`src/rtl/decode_stage_pipe.sv`:
```
// -----------------------------------------------------------------------------
// decode_stage_pipe
//
// Registered RV32I decode stage between fetch and execute. Reads an internal
// register file, builds the sign-extended immediate and holds the decoded
// instruction in an ID/EX register. Inserts bubbles on load-use hazards
// against the load held in ID/EX. Supports flush and a sticky halt.
//
// Handshake rule (both sides): a transfer happens on a rising edge where
// valid and ready are both high. A producer holding valid keeps its payload
// stable until the transfer. o_if_ready is combinational.
//
// Configuration macro: DECODE_WB_BYPASS_EN
//   defined   : a same-cycle writeback to rs1/rs2 (rs != x0) is forwarded
//               into the captured o_rs1_data/o_rs2_data.
//   undefined : captured data is the pre-write register file value.
//
// Parameters
//   XLEN          datapath width (register data, PC, immediate)
//   RF_DEPTH      architectural registers (32 = RV32I, 16 = RV32E)
//   LOAD_USE_GAP  bubbles inserted per load-use hazard (1..7)
//
// Ports
//   i_clk, i_rst            clock, synchronous active-high reset
//   i_if_valid/o_if_ready   fetch handshake, payload i_instr/i_pc
//   i_flush                 kill ID/EX contents and pending stall
//   i_wb_wen/addr/data      register file write port
//   o_ex_valid/i_ex_ready   execute handshake
//   o_pc .. o_funct7        registered decoded fields
//   o_halt                  sticky, set after ECALL/EBREAK is accepted
// -----------------------------------------------------------------------------
module decode_stage_pipe #(
    parameter int XLEN         = 32,
    parameter int RF_DEPTH     = 32,
    parameter int LOAD_USE_GAP = 1
) (
    input  logic            i_clk,
    input  logic            i_rst,
    input  logic            i_if_valid,
    output logic            o_if_ready,
    input  logic [31:0]     i_instr,
    input  logic [XLEN-1:0] i_pc,
    input  logic            i_flush,
    input  logic            i_wb_wen,
    input  logic [4:0]      i_wb_addr,
    input  logic [XLEN-1:0] i_wb_data,
    output logic            o_ex_valid,
    input  logic            i_ex_ready,
    output logic [XLEN-1:0] o_pc,
    output logic [XLEN-1:0] o_rs1_data,
    output logic [XLEN-1:0] o_rs2_data,
    output logic [XLEN-1:0] o_immed,
    output logic [4:0]      o_rd_addr,
    output logic            o_rd_wen,
    output logic [6:0]      o_opcode,
    output logic [2:0]      o_funct3,
    output logic [6:0]      o_funct7,
    output logic            o_halt
);

    localparam logic [6:0] OP_LOAD   = 7'b0000011;
    localparam logic [6:0] OP_MISC   = 7'b0001111;
    localparam logic [6:0] OP_IMM    = 7'b0010011;
    localparam logic [6:0] OP_AUIPC  = 7'b0010111;
    localparam logic [6:0] OP_STORE  = 7'b0100011;
    localparam logic [6:0] OP_OP     = 7'b0110011;
    localparam logic [6:0] OP_LUI    = 7'b0110111;
    localparam logic [6:0] OP_BRANCH = 7'b1100011;
    localparam logic [6:0] OP_JALR   = 7'b1100111;
    localparam logic [6:0] OP_JAL    = 7'b1101111;
    localparam logic [6:0] OP_SYSTEM = 7'b1110011;

    localparam logic [5:0] DEPTH     = 6'(RF_DEPTH);
    localparam logic [2:0] GAP_RELOAD = 3'(LOAD_USE_GAP - 1);

    typedef enum logic [2:0] {
        FMT_R, FMT_I, FMT_S, FMT_B, FMT_U, FMT_J, FMT_X
    } fmt_e;

    // ---------------------------------------------------------------- state
    logic [XLEN-1:0] rf_q [32];  // entries >= RF_DEPTH are never written
    logic            ex_valid_q, ex_valid_d;
    logic [2:0]      stall_cnt_q, stall_cnt_d;
    logic            halt_q, halt_d;
    logic            load_en;
    logic [XLEN-1:0] pc_q, rs1_data_q, rs2_data_q, immed_q;
    logic [4:0]      rd_addr_q;
    logic            rd_wen_q;
    logic [6:0]      opcode_q, funct7_q;
    logic [2:0]      funct3_q;

    // --------------------------------------------------------------- decode
    logic [6:0]      dec_op;
    logic [4:0]      dec_rs1, dec_rs2, dec_rd;
    fmt_e            dec_fmt;
    logic [31:0]     imm32;
    logic [XLEN-1:0] immed_d;
    logic            rd_wen_d;
    logic            uses_rs2;

    assign dec_op  = i_instr[6:0];
    assign dec_rd  = i_instr[11:7];
    assign dec_rs1 = i_instr[19:15];
    assign dec_rs2 = i_instr[24:20];

    always_comb begin
        dec_fmt = FMT_X;
        case (dec_op)
            OP_OP:                                    dec_fmt = FMT_R;
            OP_IMM, OP_LOAD, OP_JALR, OP_MISC,
            OP_SYSTEM:                                dec_fmt = FMT_I;
            OP_STORE:                                 dec_fmt = FMT_S;
            OP_BRANCH:                                dec_fmt = FMT_B;
            OP_LUI, OP_AUIPC:                         dec_fmt = FMT_U;
            OP_JAL:                                   dec_fmt = FMT_J;
            default:                                  dec_fmt = FMT_X;
        endcase
    end

    always_comb begin
        imm32 = '0;
        case (dec_fmt)
            FMT_I: imm32 = {{20{i_instr[31]}}, i_instr[31:20]};
            FMT_S: imm32 = {{20{i_instr[31]}}, i_instr[31:25], i_instr[11:7]};
            FMT_B: imm32 = {{19{i_instr[31]}}, i_instr[31], i_instr[7],
                            i_instr[30:25], i_instr[11:8], 1'b0};
            FMT_U: imm32 = {i_instr[31:12], 12'b0};
            FMT_J: imm32 = {{11{i_instr[31]}}, i_instr[31], i_instr[19:12],
                            i_instr[20], i_instr[30:21], 1'b0};
            default: imm32 = '0;
        endcase
    end

    assign immed_d  = XLEN'($signed(imm32));
    assign rd_wen_d = (dec_fmt == FMT_R || dec_fmt == FMT_I ||
                       dec_fmt == FMT_U || dec_fmt == FMT_J) && (dec_rd != 5'd0);
    assign uses_rs2 = (dec_fmt == FMT_R || dec_fmt == FMT_S || dec_fmt == FMT_B);

    // -------------------------------------------------------- register file
    logic            wb_ok;
    logic [XLEN-1:0] rs1_rf, rs2_rf, rs1_val, rs2_val;

    assign wb_ok  = i_wb_wen && (i_wb_addr != 5'd0) && ({1'b0, i_wb_addr} < DEPTH);
    assign rs1_rf = (dec_rs1 != 5'd0 && {1'b0, dec_rs1} < DEPTH) ? rf_q[dec_rs1] : '0;
    assign rs2_rf = (dec_rs2 != 5'd0 && {1'b0, dec_rs2} < DEPTH) ? rf_q[dec_rs2] : '0;

`ifdef DECODE_WB_BYPASS_EN
    // Forward a write landing on the same edge as the capture.
    assign rs1_val = (wb_ok && i_wb_addr == dec_rs1) ? i_wb_data : rs1_rf;
    assign rs2_val = (wb_ok && i_wb_addr == dec_rs2) ? i_wb_data : rs2_rf;
`else
    assign rs1_val = rs1_rf;
    assign rs2_val = rs2_rf;
`endif

    // ------------------------------------------------- hazard and handshake
    logic hazard, accept;

    // Incoming instruction reads the destination of the load still in ID/EX.
    assign hazard = ex_valid_q && (opcode_q == OP_LOAD) && rd_wen_q && i_if_valid &&
                    ((rd_addr_q == dec_rs1) || (uses_rs2 && rd_addr_q == dec_rs2));

    assign o_if_ready = !i_rst && !halt_q && (stall_cnt_q == 3'd0) && !hazard &&
                        (!ex_valid_q || i_ex_ready);
    assign accept = i_if_valid && o_if_ready;

    always_comb begin
        ex_valid_d  = ex_valid_q;
        stall_cnt_d = stall_cnt_q;
        halt_d      = halt_q;
        load_en     = 1'b0;
        if (stall_cnt_q != 3'd0) stall_cnt_d = stall_cnt_q - 3'd1;
        if (i_flush) begin
            // Flush wins over a simultaneous accept: the instruction is dropped.
            ex_valid_d  = 1'b0;
            stall_cnt_d = 3'd0;
        end else if (accept) begin
            ex_valid_d = 1'b1;
            load_en    = 1'b1;
            if (dec_op == OP_SYSTEM) halt_d = 1'b1;
        end else if (i_ex_ready) begin
            ex_valid_d = 1'b0;
            // The load drains now; remaining bubbles are counted down here.
            if (hazard) stall_cnt_d = GAP_RELOAD;
        end
    end

    always_ff @(posedge i_clk) begin
        if (i_rst) begin
            ex_valid_q  <= 1'b0;
            stall_cnt_q <= 3'd0;
            halt_q      <= 1'b0;
            pc_q        <= '0;
            rs1_data_q  <= '0;
            rs2_data_q  <= '0;
            immed_q     <= '0;
            rd_addr_q   <= '0;
            rd_wen_q    <= 1'b0;
            opcode_q    <= '0;
            funct3_q    <= '0;
            funct7_q    <= '0;
            for (int i = 0; i < 32; i++) rf_q[i] <= '0;
        end else begin
            ex_valid_q  <= ex_valid_d;
            stall_cnt_q <= stall_cnt_d;
            halt_q      <= halt_d;
            if (load_en) begin
                pc_q       <= i_pc;
                rs1_data_q <= rs1_val;
                rs2_data_q <= rs2_val;
                immed_q    <= immed_d;
                rd_addr_q  <= dec_rd;
                rd_wen_q   <= rd_wen_d;
                opcode_q   <= dec_op;
                funct3_q   <= i_instr[14:12];
                funct7_q   <= i_instr[31:25];
            end
            if (wb_ok) rf_q[i_wb_addr] <= i_wb_data;
        end
    end

    assign o_ex_valid = ex_valid_q;
    assign o_pc       = pc_q;
    assign o_rs1_data = rs1_data_q;
    assign o_rs2_data = rs2_data_q;
    assign o_immed    = immed_q;
    assign o_rd_addr  = rd_addr_q;
    assign o_rd_wen   = rd_wen_q;
    assign o_opcode   = opcode_q;
    assign o_funct3   = funct3_q;
    assign o_funct7   = funct7_q;
    assign o_halt     = halt_q;

endmodule

```
`config.mk`:
```
export PLATFORM = sky130hd
export DESIGN_NAME = decode_stage_pipe
export DESIGN_NICKNAME = d
export VERILOG_FILES = /design/src/rtl/decode_stage_pipe.sv
export SDC_FILE = /design/constraint.sdc
export NUM_CORES = 2
export LEC_CHECK = 0
export CORE_ASPECT_RATIO = 1.75
export CORE_MARGIN = 10
export CORE_UTILIZATION = 56
export DETAILED_ROUTE_END_ITERATION = 12
export HOLD_SLACK_MARGIN = 0.15
export PLACE_DENSITY_LB_ADDON = 0.08
export SYNTH_ARGS = -nofsm -noshare
export SYNTH_HDL_FRONTEND = slang
export SYNTH_SLANG_ARGS = --single-unit
```
`constraint.sdc`:
```
create_clock -name i_clk -period 4.8 [get_ports i_clk]
set_input_delay 0.96 -clock i_clk [delete_from_list [all_inputs] [get_ports i_clk]]
set_output_delay 0.96 -clock i_clk [all_outputs]
set_load 0.1 [all_outputs]
```
# Word level (Yosys, flattened, before mapping)

Memory sizes are Yosys's and may differ from the RTL's.
Index checks and enable logic that the tools add are counted.

Flip-flop bits (word level): 156
Memory bits (writable): 1024
Input bits: 107
Output and inout port bits: 154
Logic and storage cells: 90
Memories kept: 1

Add/sub/neg operators: 1
Equality and inequality tests: 19
Multiplexer cells: 20
Bitwise operators: 1
Reduce and logical (&&, ||, !) cells: 36

Memory list:

| memory | depth | width | read ports | clocked after memory_dff | write ports | line | source |
|---|---|---|---|---|---|---|---|
| rf_q   | 32    | 32    | 2          | 0                        | 32          | 81   | `logic [XLEN-1:0] rf_q [32];` |

Operators with widths:

| kind               | count |
|---|---|
| $pmux 32 s5        | 1 |
| $mux 32            | 3 |
| $reduce_or 32->1   | 1 |
| $eq 7x7->1 const B | 4 |
| $eq 7x6->1 const B | 3 |
| $reduce_bool 5->1  | 4 |
| $pmux 3 s6         | 1 |
| $eq 7x2->1 const B | 2 |
| $eq 7x5->1 const B | 2 |
| $logic_and 1x1->1  | 12 |
| $mux 3             | 4 |
| $eq 5x5->1         | 2 |
| $mux 1             | 10 |
| $eq 7x4->1 const B | 1 |
| $logic_or 1x1->1   | 7 |
| $eq 3x2->1 const B | 2 |
| $eq 3x3->1 const B | 2 |
| $logic_not 3->1    | 2 |
| $mux 5             | 1 |
| $reduce_or 5->1    | 1 |
| $logic_not 1->1    | 4 |
| $reduce_or 2->1    | 2 |
| $eq 3x1->1 const B | 1 |
| $reduce_and 3->1   | 1 |
| 4 further kinds    | 4 |

# Logic depth before layout (Yosys ltp)

Word-level depth: 15
Gate-level depth with buffers: 14
Depth with buffers taken out: 10

# Least setup slack after synthesis

Ideal clock, no wire load.

Path type: input port to flip-flop
Start point: input i_wb_addr[2]
End point: memory rf_q[28][0] (enable)
Setup time: 0.466 ns
Arrival: 4.114 ns
Data required time: 4.334 ns
Slack: 0.220 ns
Stages on the path: 6
Path buffers: 3
Path through: clkbuf_1 -> or3_1 -> clkbuf_1 -> nand3_1 -> clkbuf_1 -> o21ai_0

RTL lines:

| item            | line | source |
|---|---|---|
| start, declared | 45   | `input logic [4:0] i_wb_addr,` |
| end, declared   | 81   |  |

# Final worst setup path

Start point: input i_instr[6]
End point: output o_if_ready

Cells in the longest elaborated chain, start to end: 12
Elaborated cells on any way between the ends: 25
Those cells by class: 13 x eq/ne; 1 x mux; 11 x reduce/logical

RTL lines:

| item                                                      | line | source |
|---|---|---|
| start, declared                                           | 41   | `input logic [31:0] i_instr,` |
| $eq 7x7->1, or another cell as far along                  | 108  | `case (dec_op)` |
| $reduce_or 5->1 / $reduce_or 2->1 (equally long branches) | 108  |  |
| $pmux 3 s6 (*)                                            | 108  |  |
| $eq 3x2->1 / $logic_not 3->1 (equally long branches)      | 137  | `assign uses_rs2 = (dec_fmt == FMT_R \|\| dec_fmt == FMT_S \|\| dec_fmt == FMT_B);` |
| $logic_or 1x1->1                                          | 137  |  |
| $logic_or 1x1->1 (*)                                      | 137  |  |
| $logic_and 1x1->1 (*)                                     | 161  | `((rd_addr_q == dec_rs1) \|\| (uses_rs2 && rd_addr_q == dec_rs2));` |
| $logic_or 1x1->1 (*)                                      | 161  |  |
| $logic_and 1x1->1 (*)                                     | 160  | `assign hazard = ex_valid_q && (opcode_q == OP_LOAD) && rd_wen_q && i_if_valid &&` |
| $logic_not 1->1 (*)                                       | 163  | `assign o_if_ready = !i_rst && !halt_q && (stall_cnt_q == 3'd0) && !hazard &&` |
| $logic_and 1x1->1 (*) (2 in series)                       | 163  |  |
| end, declared                                             | 40   | `output logic o_if_ready,` |

Every way passes the cells marked *; elsewhere a longest branch is shown, timed or not.

==> impl_results.md <==
* Syn Area/Cell at 15.24 sq um
* PortBufs at 260
* Share of post-route cells with drive strength above 1 at 25.34%
* Worst ir drop on vdd at 345.6 uV
* Post-CTS setup buffer count at 0
* Setup violators final at 0
* Ys flop type: edfxtp_1
* Status: complete, no violations
* Netlist cell types at 63
* Max-slew violation count at 0
* Initial antenna violation count at 19
* CP endpoint kind: primary output
* Vias post-DR at 39,181
* Initial Utilization at 56.35%
* Vias per cell at 7.052
* Fmax at 222.1 MHz
* Clock Pin Slew Worst Setup and Hold Paths at 60 ps
* Top Family by Delay on Critical Path: compound AO/OA/AOI/OAI gates
* Final Hold Fails at 0
* Gpl congestion at 0.9131
* Met3 Use GR at 6.580%
* MaxCap Viol Count at 0
* Cell Pwr Density at 365.7 nW/um^2
* Number of synthesized flops with an enable pin at 1,024
* Post-route minimum period at 4503 ps
* First-pass GRT wire length at 298,300 um
* Synth Area in Compound Gates at 3.783%
* Most frequent cells in the layout: edfxtp_1 (1,024), and2_1 (992), mux4_2 (640), clkdlybuf4s50_1 (241), dfxtp_1 (156)
* Met1 usage at 41.14%
* Worst-Skew Late Latency at 740 ps
* XOR/XNOR Fraction of Synth Area at 0.1736%
* Ys Warns at 0
* I/O pins at 261
* Clock Path Buffers at 3
* Post-Synth Simple-Gate Area at 12.97%
* Die Wd at 268.5 um
* DRT antenna net count at 0
* WP buf/inv at 2
* Crit path DAT at 3540 ps
* Largest family of logic cells by synthesized area: multiplexers
* Routed WL at 213,800 um
* Largest net degree at the start of global routing at 99
* Detailed Route Iter0 Violations at 5,527
* Max Fanout on Critical Path at 9
* Core area at 107,400 sq um
* Die height at 454.9 um
* CP max stage delay at 550 ps
* First-pass DRT Iterations at 6
* Avg WL per Cell at 38.48 um
* Number of global-route vias before repair at 39,681
* Total gr overflow at 0
* Sequential fraction of the synthesis area at 55.96%
* WP data required at 3840 ps
* Mapped cell area at 60,530 sq um
* Synth Area in Adders at 0.06201%
* Max_slew headroom at 17.45%
* Root Buffer: clkbuf_16
* Commonest non-fill, non-tap cell in the layout: edfxtp_1
* Crit Path Class: in -> out
* Synthesized flop and latch total at 1,180
* RSZ-0062 raised after global routing: false
* Worst setup margin at 297.3 ps
* Element type at the critical path start: input port
* Mux share of post-synthesis cell area at 24.05%
* Fin Setup TNS at 0 ps
* Layout Skew at 25.12 ps
* Rows at 159
* CTS tree: yes
* Htree depth at 3
* Crit-path cells: clkdlybuf4s50_1, or3b_2, a21o_1, ha_1, o41ai_2, nor3_4, o31a_1, o211a_1, buf_12
* Leakage power at 0.02310 uW
* Slowest-stage cell, CP: clkdlybuf4s50_1
* Hold Buf Count CTS at 0
* TritonCTS Buffers at 110
* NumNets Final at 4,183
* Quantity of gates resized following cts at 0
* FFs w/ async S/R, synth at 0%
* Crit share post-route at 93.81%
* # DRC at 0
* Die area at 122,200 sq um
* Mapped Cells at 3,972
* Busiest layer in global routing: met2
* Hold Crit Class: reg -> reg
* DP Wirelength at 127,700 um
* Clock sink count at 1,180
* Actual slew at the worst max-slew pin at 1234 ps
* Total track usage at 35.25%
* Grt met2 use at 57.76%
* Post-place setup slack at 329.6 ps
* Area growth syn-to-layout at 14.50%
[worst paths after layout]
path                                                 from                        to  slack [ps]  depth (start not counted)
worst min-delay path                o_pc[10]$_SDFFE_PP0P_     o_pc[10]$_SDFFE_PP0P_         460                          2
worst min register to register      o_pc[10]$_SDFFE_PP0P_     o_pc[10]$_SDFFE_PP0P_         460                          2
worst max-delay path                           i_instr[6]                o_if_ready         300                          9
worst max register to register  stall_cnt_q[0]$_SDFF_PP0_  o_opcode[1]$_SDFFE_PP0P_        1280                          9
[registers in the layout, summed over array words and instances (netlist names)]
signal	count
stall_cnt_q	3
o_pc	32
o_opcode	7
o_funct7	7
o_rs1_data	32
o_halt	1
o_ex_valid	1
o_rd_wen	1
rf_q	1024
o_funct3	3
o_immed	32
o_rd_addr	5
o_rs2_data	32
[power by group]
group | internal, uW | switching [uW]
sequential | 11700 | 353
combinational | 1520 | 2620
clock | 5090 | 4020
[metal layers]
layer | share of wire, % | wire length (um)
met5 | 0.014 | 29
met1 | 32 | 67530
met3 | 11 | 23160
met2 | 49 | 105300
met4 | 8.3 | 17800
[cells in the mapped netlist (2+ instances only)]
| cell type | number | area [sq um] |
|---|---|---|
| o211a_1 | 2 | 20.02 |
| dfxtp_1 | 156 | 3123 |
| nor4bb_1 | 2 | 20.02 |
| ha_1 | 3 | 37.54 |
| nand4b_1 | 4 | 35.03 |
| a21boi_0 | 2 | 15.01 |
| or3_1 | 2 | 12.51 |
| nand2b_1 | 39 | 244.0 |
| buf_2 | 69 | 345.3 |
| o211ai_1 | 3 | 22.52 |
| o21ai_0 | 91 | 455.4 |
| buf_4 | 3 | 22.52 |
| o41ai_1 | 2 | 17.52 |
| buf_6 | 3 | 33.78 |
| a22oi_1 | 5 | 37.54 |
| buf_1 | 18 | 67.56 |
| a311oi_1 | 9 | 78.83 |
| nor3_1 | 14 | 70.07 |
| a21oi_1 | 131 | 655.6 |
| nor4b_1 | 3 | 26.28 |
| edfxtp_1 | 1024 | 30750 |
| nand3_1 | 95 | 475.5 |
| and2_1 | 992 | 6206 |
| a31oi_1 | 33 | 206.5 |
| mux2_1 | 7 | 78.83 |
| nand3b_1 | 3 | 22.52 |
| xor2_1 | 6 | 52.55 |
| a32o_1 | 6 | 60.06 |
| mux2_2 | 5 | 56.30 |
| inv_1 | 6 | 22.52 |
| o41ai_2 | 2 | 32.53 |
| o31a_1 | 2 | 17.52 |
| xnor2_1 | 6 | 52.55 |
| or2_2 | 2 | 12.51 |
| or3b_2 | 2 | 17.52 |
| a31o_2 | 5 | 43.79 |
| mux4_2 | 640 | 14410 |
| nand2_1 | 31 | 116.4 |
| clkbuf_1 | 353 | 1325 |
| nand4_1 | 5 | 31.28 |
| a211oi_1 | 71 | 533.0 |
| nor2_1 | 47 | 176.4 |
| nor2b_1 | 46 | 287.8 |
| nor4_1 | 3 | 18.77 |
[worst reg2reg max path: stages, from the launching register on]
cell	delay (ps)
dfxtp_1	320
inv_1	80
ha_1	200
nor4b_1	570
nand4b_1	340
a31oi_1	520
o31a_2	320
buf_4	640
o21ai_0	260
a21oi_1	200
[layout make-up]
| class | instances | area, sq um |
|---|---|---|
| flip-flops and latches | 1180 | 33870 |
| repair buffers | 404 | 4423 |
| clock inverters | 68 | 716.9 |
| multi-input cells | 2371 | 25560 |
| inverters | 6 | 27.53 |
| clock buffers | 139 | 2944 |
| fillers | 7632 | 38120 |
| well taps | 1368 | 1712 |
| diodes | 20 | 50.05 |
[stage by stage]
stage | cells | instance area, sq um | utilization (%) | hold slack [ps] | total power [uW]
after global routing | 5548 | 69290 | 64.50 | 478.9 | 25940
final | 5556 | 69310 | 64.52 | 459.8 | 25350
after global placement | 5329 | 65600 | 61.06 | 448.8 | 16350
after CTS | 5536 | 69260 | 64.47 | 462.9 | 25350
after detailed placement | 5329 | 65600 | 61.06 | 454.3 | 16410
after floorplan | 4003 | 60650 | - | 471.4 | 14930
[cell families after synthesis]
group | after synthesis
other | 1
AND/OR/NAND/NOR | 1298
adder cells (fa/ha/maj) | 3
flip-flops | 1180
buffers and inverters | 452
XOR/XNOR | 12
multiplexers | 653
AO/OA/AOI/OAI | 373
(Power assumes the default switching activity.)
